===== src/rtl/fp_add_arb_pkg.sv =====
// rtl/fp_add_arb_pkg.sv - shared types, constants and round-robin pick helper
package fp_add_arb_pkg;

  typedef enum logic [1:0] {
    IDLE  = 2'd0,
    ISSUE = 2'd1,
    WAIT  = 2'd2,
    RESP  = 2'd3
  } state_e;

  localparam logic [31:0] FP_QNAN  = 32'h7FC00000;
  localparam int          MAX_REQ  = 8;
  localparam int          IDX_W    = 3;

  typedef struct packed {
    logic             found;
    logic [IDX_W-1:0] idx;
  } rr_pick_t;

  // Lowest offset from ptr wins, so iterate from the far end and let later hits overwrite.
  function automatic rr_pick_t rr_pick(input logic [MAX_REQ-1:0] req,
                                       input logic [IDX_W-1:0]   ptr,
                                       input int                 n);
    rr_pick_t r;
    int       j;
    r = '0;
    for (int k = MAX_REQ - 1; k >= 0; k--) begin
      if (k < n) begin
        j = int'(ptr) + k;
        if (j >= n) j = j - n;
        if (req[j]) begin
          r.found = 1'b1;
          r.idx   = IDX_W'(j);
        end
      end
    end
    return r;
  endfunction

endpackage


===== src/rtl/fp_add_arbiter_rr.sv =====
// rtl/fp_add_arbiter_rr.sv - combinational round-robin pick among NUM_REQ requesters
module rr_arbiter
  import fp_add_arb_pkg::*;
#(
  parameter int NUM_REQ = 4
) (
  input  logic [NUM_REQ-1:0] req,
  input  logic [IDX_W-1:0]   ptr,
  output logic [NUM_REQ-1:0] grant,
  output logic [IDX_W-1:0]   idx,
  output logic               any
);

  rr_pick_t           pick;
  logic [MAX_REQ-1:0] req_ext;

  always_comb begin
    req_ext = MAX_REQ'(req);
    pick    = rr_pick(req_ext, ptr, NUM_REQ);
    any     = pick.found;
    idx     = pick.idx;
    grant   = pick.found ? (NUM_REQ'(1) << pick.idx) : '0;
  end

endmodule


===== src/rtl/fp_add_arbiter.sv =====
// rtl/fp_add_arbiter.sv - shares one FP adder among NUM_REQ requesters, one op in flight
module fp_add_arbiter
  import fp_add_arb_pkg::*;
#(
  parameter int NUM_REQ = 4,
  parameter int TIMEOUT = 64
) (
  input  logic                   clock,
  input  logic                   reset_n,
  input  logic [NUM_REQ-1:0]     req_valid,
  input  logic [NUM_REQ*32-1:0]  req_a,
  input  logic [NUM_REQ*32-1:0]  req_b,
  output logic [NUM_REQ-1:0]     req_ready,
  output logic [NUM_REQ-1:0]     rsp_valid,
  output logic [31:0]            rsp_data,
  output logic                   rsp_err,
  output logic [31:0]            a,
  output logic [31:0]            b,
  output logic                   ready_in,
  input  logic [31:0]            out,
  input  logic                   ready_out,
  output logic                   busy
);

  localparam int TW = $clog2(TIMEOUT + 1);

  state_e             state_q, state_d;
  logic [IDX_W-1:0]   rr_ptr_q, rr_ptr_d;
  logic [IDX_W-1:0]   gnt_q, gnt_d;
  logic [31:0]        a_q, a_d, b_q, b_d;
  logic [31:0]        rsp_data_q, rsp_data_d;
  logic               rsp_err_q, rsp_err_d;
  logic               ready_out_q, ready_out_d;
  logic [TW-1:0]      timer_q, timer_d;

  logic [NUM_REQ-1:0] arb_grant;
  logic [IDX_W-1:0]   arb_idx;
  logic               arb_any;
  logic               done_edge;

  rr_arbiter #(.NUM_REQ(NUM_REQ)) u_rr (
    .req   (req_valid),
    .ptr   (rr_ptr_q),
    .grant (arb_grant),
    .idx   (arb_idx),
    .any   (arb_any)
  );

  // A level already high on WAIT entry has ready_out_q set, so it never looks like an edge.
  assign done_edge = ready_out && !ready_out_q;

  always_comb begin
    state_d     = state_q;
    rr_ptr_d    = rr_ptr_q;
    gnt_d       = gnt_q;
    a_d         = a_q;
    b_d         = b_q;
    rsp_data_d  = rsp_data_q;
    rsp_err_d   = rsp_err_q;
    timer_d     = timer_q;
    ready_out_d = ready_out;
    case (state_q)
      IDLE: begin
        if (arb_any) begin
          gnt_d   = arb_idx;
          a_d     = req_a[32*arb_idx +: 32];
          b_d     = req_b[32*arb_idx +: 32];
          state_d = ISSUE;
        end
      end
      ISSUE: begin
        timer_d = '0;
        state_d = WAIT;
      end
      WAIT: begin
        if (done_edge) begin
          rsp_data_d = out;
          rsp_err_d  = 1'b0;
          state_d    = RESP;
        end else if (timer_q == TW'(TIMEOUT - 1)) begin
          rsp_data_d = FP_QNAN;
          rsp_err_d  = 1'b1;
          state_d    = RESP;
        end else begin
          timer_d = timer_q + TW'(1);
        end
      end
      RESP: begin
        rr_ptr_d = (gnt_q == IDX_W'(NUM_REQ - 1)) ? '0 : gnt_q + IDX_W'(1);
        state_d  = IDLE;
      end
      default: state_d = IDLE;
    endcase
  end

  always_ff @(posedge clock or negedge reset_n) begin
    if (!reset_n) begin
      state_q     <= IDLE;
      rr_ptr_q    <= '0;
      gnt_q       <= '0;
      a_q         <= '0;
      b_q         <= '0;
      rsp_data_q  <= '0;
      rsp_err_q   <= 1'b0;
      ready_out_q <= 1'b0;
      timer_q     <= '0;
    end else begin
      state_q     <= state_d;
      rr_ptr_q    <= rr_ptr_d;
      gnt_q       <= gnt_d;
      a_q         <= a_d;
      b_q         <= b_d;
      rsp_data_q  <= rsp_data_d;
      rsp_err_q   <= rsp_err_d;
      ready_out_q <= ready_out_d;
      timer_q     <= timer_d;
    end
  end

  // The accept pulse is combinational with the grant, so keep it quiet while reset is held.
  assign req_ready = (state_q == IDLE && reset_n) ? arb_grant : '0;
  assign rsp_valid = (state_q == RESP) ? (NUM_REQ'(1) << gnt_q) : '0;
  assign rsp_data  = rsp_data_q;
  assign rsp_err   = rsp_err_q;
  assign a         = a_q;
  assign b         = b_q;
  assign ready_in  = (state_q == ISSUE);
  assign busy      = (state_q != IDLE);

endmodule


===== config.mk =====
export PLATFORM = sky130hd
export DESIGN_NAME = fp_add_arbiter
export DESIGN_NICKNAME = d
export VERILOG_FILES = /design/src/rtl/fp_add_arb_pkg.sv /design/src/rtl/fp_add_arbiter_rr.sv /design/src/rtl/fp_add_arbiter.sv
export SDC_FILE = /design/constraint.sdc
export NUM_CORES = 1
export LEC_CHECK = 0
export BUFFER_PORTS_ARGS = -buffer_cell sky130_fd_sc_hd__clkbuf_2
export CORE_AREA = 2 2 156 158
export DETAILED_ROUTE_END_ITERATION = 8
export DIE_AREA = 0 0 158 160
export PLACE_DENSITY_LB_ADDON = 0.05
export SETUP_SLACK_MARGIN = 0.15
export SLEW_MARGIN = 20
export SYNTH_ARGS = -nofsm -noshare
export SYNTH_HDL_FRONTEND = slang
export SYNTH_SLANG_ARGS = --single-unit

===== constraint.sdc =====
create_clock -name clock -period 2.75 [get_ports clock]
set_clock_uncertainty 0.05 [all_clocks]
set_input_delay 0.1375 -clock clock [delete_from_list [all_inputs] [get_ports clock]]
set_output_delay 0.1375 -clock clock [all_outputs]
set_load 0.005 [all_outputs]

==> impl_metrics.csv, run 1 <==
group,metric,value,unit
sta,hold_viol_final,0,
routing,route.detailed.drc,0,
sta,relSlewSlack,53.7,%
setup_path,worstSetupStartpointType,"flop",
synth,synth_seq_cells,113,
cells_and_area,drive_gt1_share,53.3,%
routing,drt_iter0_drc,401,
routing,drtAntennaViolNets,0,
setup_path,end_kind,"output port",
grt,grt_pass1_wl,46.2,mm
clock_tree,clk_pin_slew,0.06,ns
setup_path,crit_buf_inv,3,
floorplanning,die_h,160,um
setup_path,crit_fanout,4,
setup_path,rrSetupSlack,0.08,ns
placed_design,portBuffers,401,
floorplanning,die_x,158,um
grt,globalRouteTotalUtil,23.9,%
job,drv_cap,0,
clock_tree,cts_tree,"built",
synth,ys_seq_area_share,39.9,%
floorplanning,start_util,29.8,%
routing,wirelength,34.0,mm
synth,synth_nets,1059,
sta,fin_tns_setup,0,ns
cells_and_area,area_growth,74.8,%
routing,drt-wirelength-per-cell,21.5,um
synth,synth_top_area_share,39.9,%
sta,worst_slack,0.0174,ns
grt,grt_max_degree,114,
synth,synthSimpleGateAreaFrac,19.9,%
synth,synth-async-reset-ratio,100,%
clock_tree,htreeDepth,4,
cells_and_area,finalNonFillerCells,1583,
grt,grt_pass1_vias,8061,
setup_path,required,2.56,ns
placed_design,placedInstanceArea,9520,um2
run_status,status,"finished clean",
setup_path,crit_cells,9,
cells_and_area,design_area,12400,um2
sta,hold_ws,0.00159,ns
floorplanning,io_pins,402,
placed_design,pre_cts_ws,0.0548,ns
placed_design,dp.cells,1425,
synth,syn_area,7090,um2
setup_path,critical-path-max-stage-delay,0.44,ns
synth,synth_flop_cell,"dfrtp_1",
cells_and_area,layout_common_cells,"clkbuf_2, and3_1, dfrtp_1",
floorplanning,die_area,25300,um2
setup_path,cp_slowest_cell,"dfrtp_2",
synth,synthTopCellsByArea,"dfrtp_1, a211oi_1, and3_1",
setup_path,rr_endpoint,"b[3]",
pwr,vdd_drop_max,0.866,mV
synth,synth_cell_type_count,49,
cells_and_area,layout_commonest_cell,"clkbuf_2",
sta,rsz0062_at_grt,"yes",
grt,antenna_found_initial,2,
setup_path,cp-endpoint,"req_ready[3]",
sta,period_minus_slack,2.73,ns
setup_path,startpoint,"rr_ptr_q[0]",
sta,fmax,366,MHz
synth,synth_mux_area_share,0.935,%
placed_design,hpwl,20.1,mm
pwr,p_per_area,1490,nW/um2
setup_path,r2r_cells,12,
sta,worst_pin_slew,0.695,ns
pwr,total_power,18.5,mW
synth,synth-compound-area-share,30.8,%
clock_tree,root_buffer,"clkbuf_16",
placed_design,gp_congestion,0.794,
clock_tree,cts_inserted_buffers,17,
routing,vias_per_cell,5.16,
clock_tree,cts_max_path_buffers,2,
cells_and_area,fin_util,52.0,%
cells_and_area,final.fill_count,2270,
synth,synth-edff-count,0,
synth,yosysWarnings,0,
synth,synthAdderAreaFrac,2.12,%
setup_path,crit_family,"compound AO/OA/AOI/OAI gates",
clock_tree,clock_latency,0.42,ns
cells_and_area,nets,1551,
floorplanning,row_count,57,
setup_path,crit_chain,"inv_2 -> ha_4 -> buf_4 -> mux4_2 -> o31ai_4 -> a211o_1 -> a32o_4 -> nor3_2 -> buf_2",
pwr,power.leakage,6.13,nW
setup_path,worstSetupPathType,"reg2out",
synth,synth-xor-area-share,0,%
synth,yosys.area.top_type,"dfrtp_1",
setup_path,crit_arrival,2.55,ns
hold_path,hold_class,"in2reg",
floorplanning,core_area,23800,um2
grt,grt-ovfl-total,0,
synth,synth_top_family_by_area,"compound AO/OA/AOI/OAI gates",
clock_tree,clkSinkCount,113,
synth,synthCells,752,
hold_path,hold_start,"req_b[30]",
routing,dr.pass1.iters,4,
sta,drv_slew,0,
synth,syn_area_per_cell,9.43,um2
sta,final-setup-viol-count,0,
setup_path,r2r_start,"rr_ptr_q[0]",
sta,finalCritPeriodShare,99.4,%
routing,vias,8175,
-- synth_stat cells, types with 2 or more instances --
cell type  instances
nor3_1             4
nand4_1            3
o21ai_0           19
a22o_1            26
nand3_1            4
mux4_2             2
nand2_1           90
nand2b_1           4
nor2_1            20
o31ai_2           21
a211oi_1         110
and2_1             6
and3_1           129
a211oi_2          19
a21oi_1            3
inv_1             10
ha_1              12
buf_2             35
buf_6              6
o31ai_1           48
nor2b_1            3
dfrtp_1          113
clkbuf_1          34
buf_4              6
-- how the worst min path moves through the flow --
stage,to,slack (ns),cells after the start
after floorplan,a[0],-0.21,0
after global placement,ready_out_q,0.23,1
after detailed placement,ready_out_q,0.23,1
after CTS,a[29],0.0003,3
after global routing,a[28],0.002,3
final,b[30],0.002,3
-- flip-flops by register name, summed over array words and instances (netlist names) --
signal       count
b               32
timer_q          7
gnt_q            3
ready_out_q      1
rr_ptr_q         3
state_q          2
a               32
rsp_err          1
rsp_data        32
-- routing by layer --
| metal | routed length, um | GRT usage (%) | up-vias |
|---|---|---|---|
| li1 | - | - | 3856 |
| met1 | 13600 | 28.6 | 3935 |
| met2 | 17100 | 41.5 | 329 |
| met3 | 2470 | 6.32 | 55 |
| met4 | 889 | 7.86 | 0 |
| met5 | 0 | 0 | - |
-- repair_timing --
action                                 in CTS  in global routing
cloned                                     10                 18
pin swaps                                   9                 56
hold buffers                               64                  0
buffers inserted                           15                 17
endpoints found under the hold margin     176                  0
gates resized for setup                    33                121
setup endpoints to repair                  54                 69
-- report_power, final --
group | switching [mW] | internal [mW]
clock network | 0.964 | 1.29
registers | 0.429 | 2.46
logic | 6.94 | 6.38
total | 8.33 | 10.1
-- cell families (layout without fill, tap and decap cells) --
logic type / after synthesis / after routing
compound gates: 262 / 263
fa+ha+maj: 12 / 12
buf+inv: 91 / 595
flops: 113 / 113
mux: 4 / 4
other cells: 0 / 2
simple gates: 270 / 270
-- tightest hold or removal path: stages --
cell,delay [ns]
clkbuf_2,0.09
a211oi_2,0.06
o31ai_2,0.16
-- cell type report --
cell class	count	area, um2	area share [%]
Multi-Input combinational cell	549	4440	35.8
Inverter	10	37.5	0.303
Antenna cell	2	5.00	0.0404
Clock inverter	15	160	1.29
Sequential cell	113	2830	22.8
Clock buffer	17	425	3.43
Tap cell	324	405	3.27
Timing Repair Buffer	553	4100	33.0
(Power assumes the default switching activity.)
==> run 2, diff against run 1 <==
==> constraint.sdc (replaced) <==
create_clock -name clock -period 2.75 [get_ports clock]
set_clock_uncertainty 0.05 [all_clocks]
set_input_delay 0.825 -clock clock [delete_from_list [all_inputs] [get_ports clock]]
set_output_delay 0.825 -clock clock [all_outputs]
set_load 0.005 [all_outputs]
==> run 2 against run 1 <==
Effect of this change:
- the flow now finishes with violations (negative setup slack)
- first-iteration DRC count is 5.2% lower
- fmax is 16% lower
- worst hold slack better by 0.42 ns
- critical path depth is 1 lower
- clock-buffer cell count stayed put
- utilization is 4.5 points lower
- register-to-register slack worse by 0.10 ns
- power is 8.9% lower
- combinational power is 13% lower
==> impl_metrics.csv, run 2 (synthesis gave the netlist of run 1 again) <==
group,metric,value,unit
routing,drt-wirelength-per-cell,20.6,um
setup_path,required,1.88,ns
clock_tree,cts_inserted_buffers,17,
job,drv_cap,0,
routing,wirelength,30.9,mm
cells_and_area,drive_gt1_share,56.6,%
sta,drv_slew,0,
sta,period_minus_slack,3.26,ns
cells_and_area,layout_common_cells,"clkbuf_2, and3_1, dfrtp_1",
grt,grt_max_degree,114,
floorplanning,core_area,23800,um2
floorplanning,die_x,158,um
grt,grt.met1_usage,27.5,%
clock_tree,clk_pin_slew,0.07,ns
sta,relSlewSlack,55.6,%
routing,route.detailed.drc,0,
sta,fmax,307,MHz
placed_design,gp_congestion,0.806,
sta,hold_viol_final,0,
grt,antenna_found_initial,4,
pwr,vdd_drop_max,0.695,mV
setup_path,crit_arrival,2.38,ns
setup_path,crit_family,"compound AO/OA/AOI/OAI gates",
pwr,p_per_area,1480,nW/um2
cells_and_area,layout_commonest_cell,"clkbuf_2",
setup_path,crit_chain,"inv_2 -> ha_4 -> mux4_2 -> o31ai_4 -> a211o_1 -> a32o_4 -> nor3_2 -> buf_2",
clock_tree,ctsHoldBuffers,0,
grt,grt_pass1_wl,44.0,mm
clock_tree,root_buffer,"clkbuf_16",
routing,drtAntennaViolNets,0,
setup_path,worstSetupStartpointType,"flop",
setup_path,r2r_cells,12,
sta,hold_ws,0.425,ns
grt,globalRouteTotalUtil,22.9,%
grt,grt-ovfl-total,0,
routing,dr.pass1.iters,4,
placed_design,hpwl,20.6,mm
clock_tree,cts_tree,"built",
setup_path,rrSetupSlack,-0.02,ns
setup_path,crit_buf_inv,2,
cells_and_area,nets,1469,
setup_path,r2r_start,"rr_ptr_q[0]",
hold_path,hold_class,"reg2reg",
floorplanning,row_count,57,
sta,final-setup-viol-count,5,
clock_tree,clock_latency,0.42,ns
cells_and_area,fin_util,47.5,%
pwr,power.leakage,5.63,nW
sta,finalCritPeriodShare,118,%
routing,vias_per_cell,5.09,
hold_path,hold_start,"a[2]",
grt,met2_usage,39.2,%
hold_path,holdPathEnd,"a[2]",
grt,globalRouteMet3Util,6.19,%
clock_tree,cts_max_path_buffers,2,
routing,vias,7649,
setup_path,cp_slowest_cell,"dfrtp_2",
grt,busiest_layer,"met2",
floorplanning,die_area,25300,um2
placed_design,placedInstanceArea,9600,um2
run_status,violations,"negative setup slack",
clock_tree,clkSinkCount,113,
pwr,total_power,16.8,mW
floorplanning,io_pins,402,
hold_path,min_delay_path_depth,2,
routing,drt_iter0_drc,380,
setup_path,critical-path-max-stage-delay,0.45,ns
cells_and_area,area_growth,59.7,%
sta,worst_slack,-0.505,ns
placed_design,portBuffers,401,
setup_path,crit_fanout,5,
grt,grt_pass1_vias,7597,
floorplanning,start_util,29.8,%
sta,worst_pin_slew,0.666,ns
run_status,status,"finished, violations left",
sta,rsz0062_at_grt,"yes",
floorplanning,die_h,160,um
setup_path,end_kind,"output port",
setup_path,worstSetupPathType,"reg2out",
setup_path,rr_endpoint,"b[9]",
clock_tree,htreeDepth,4,
cells_and_area,design_area,11300,um2
run 2: stage by stage:
step	setup slack (ns)	setup TNS (ns)	cells
after floorplan	-0.285	-0.884	752
final	-0.505	-1.96	1502
after detailed placement	-0.398	-21.40	1441
after global placement	-0.381	-18.44	1441
after global routing	-0.588	-3.96	1502
after CTS	-0.547	-2.09	1486
run 2: area by class of cell:
type	count	area, um2
Antenna cell	3	7.51
Clock buffer	17	425
Clock inverter	15	173
Fill cell	2402	12500
Inverter	10	37.5
Multi-Input combinational cell	548	4450
Sequential cell	113	2830
Tap cell	324	405
Timing Repair Buffer	472	3000
run 2: layer usage:
metal | share of wire (%) | routed length (um) | vias to the layer above
li1 | - | - | 3682
met1 | 40 | 12500 | 3629
met2 | 50 | 15400 | 296
met3 | 7.3 | 2240 | 40
met4 | 2.5 | 758 | 2
met5 | 0.042 | 13 | -
run 2: power by group:
group,switching [mW],total (mW),internal [mW]
Combinational,6.26,11.6,5.37
Sequential,0.436,2.89,2.46
Clock,0.925,2.29,1.36
Total,7.62,16.8,9.19
run 2: how the worst max path moves through the flow:
| stage | start | to | slack [ns] | depth (start not counted) |
|---|---|---|---|---|
| 2_1_floorplan | req_valid[2] | req_ready[2] | -0.28 | 7 |
| 3_3_place_gp | req_valid[1] | req_ready[3] | -0.38 | 7 |
| 3_5_place_dp | req_valid[0] | req_ready[2] | -0.40 | 7 |
| 4_1_cts | rr_ptr_q[0] | req_ready[2] | -0.55 | 8 |
| 5_1_grt | rr_ptr_q[0] | req_ready[3] | -0.59 | 8 |
| 6_report | rr_ptr_q[0] | req_ready[2] | -0.51 | 8 |
run 2: what timing repair did:
action	4_1_cts	5_1_grt
pin swaps	14	25
resized for setup	89	60
cloned	5	6
setup endpoints to repair	68	72
setup buffers	8	7
run 2: worst reg2reg max path, cell delays in order (launching register included):
cell and delay, ns:
dfrtp_2 0.42, buf_6 0.15, mux4_2 0.55, o31ai_4 0.10
buf_6 0.15, o21ai_4 0.07, buf_6 0.14, buf_6 0.11
buf_8 0.13, buf_16 0.16, and3_1 0.24, a211oi_1 0.25
o31ai_1 0.11
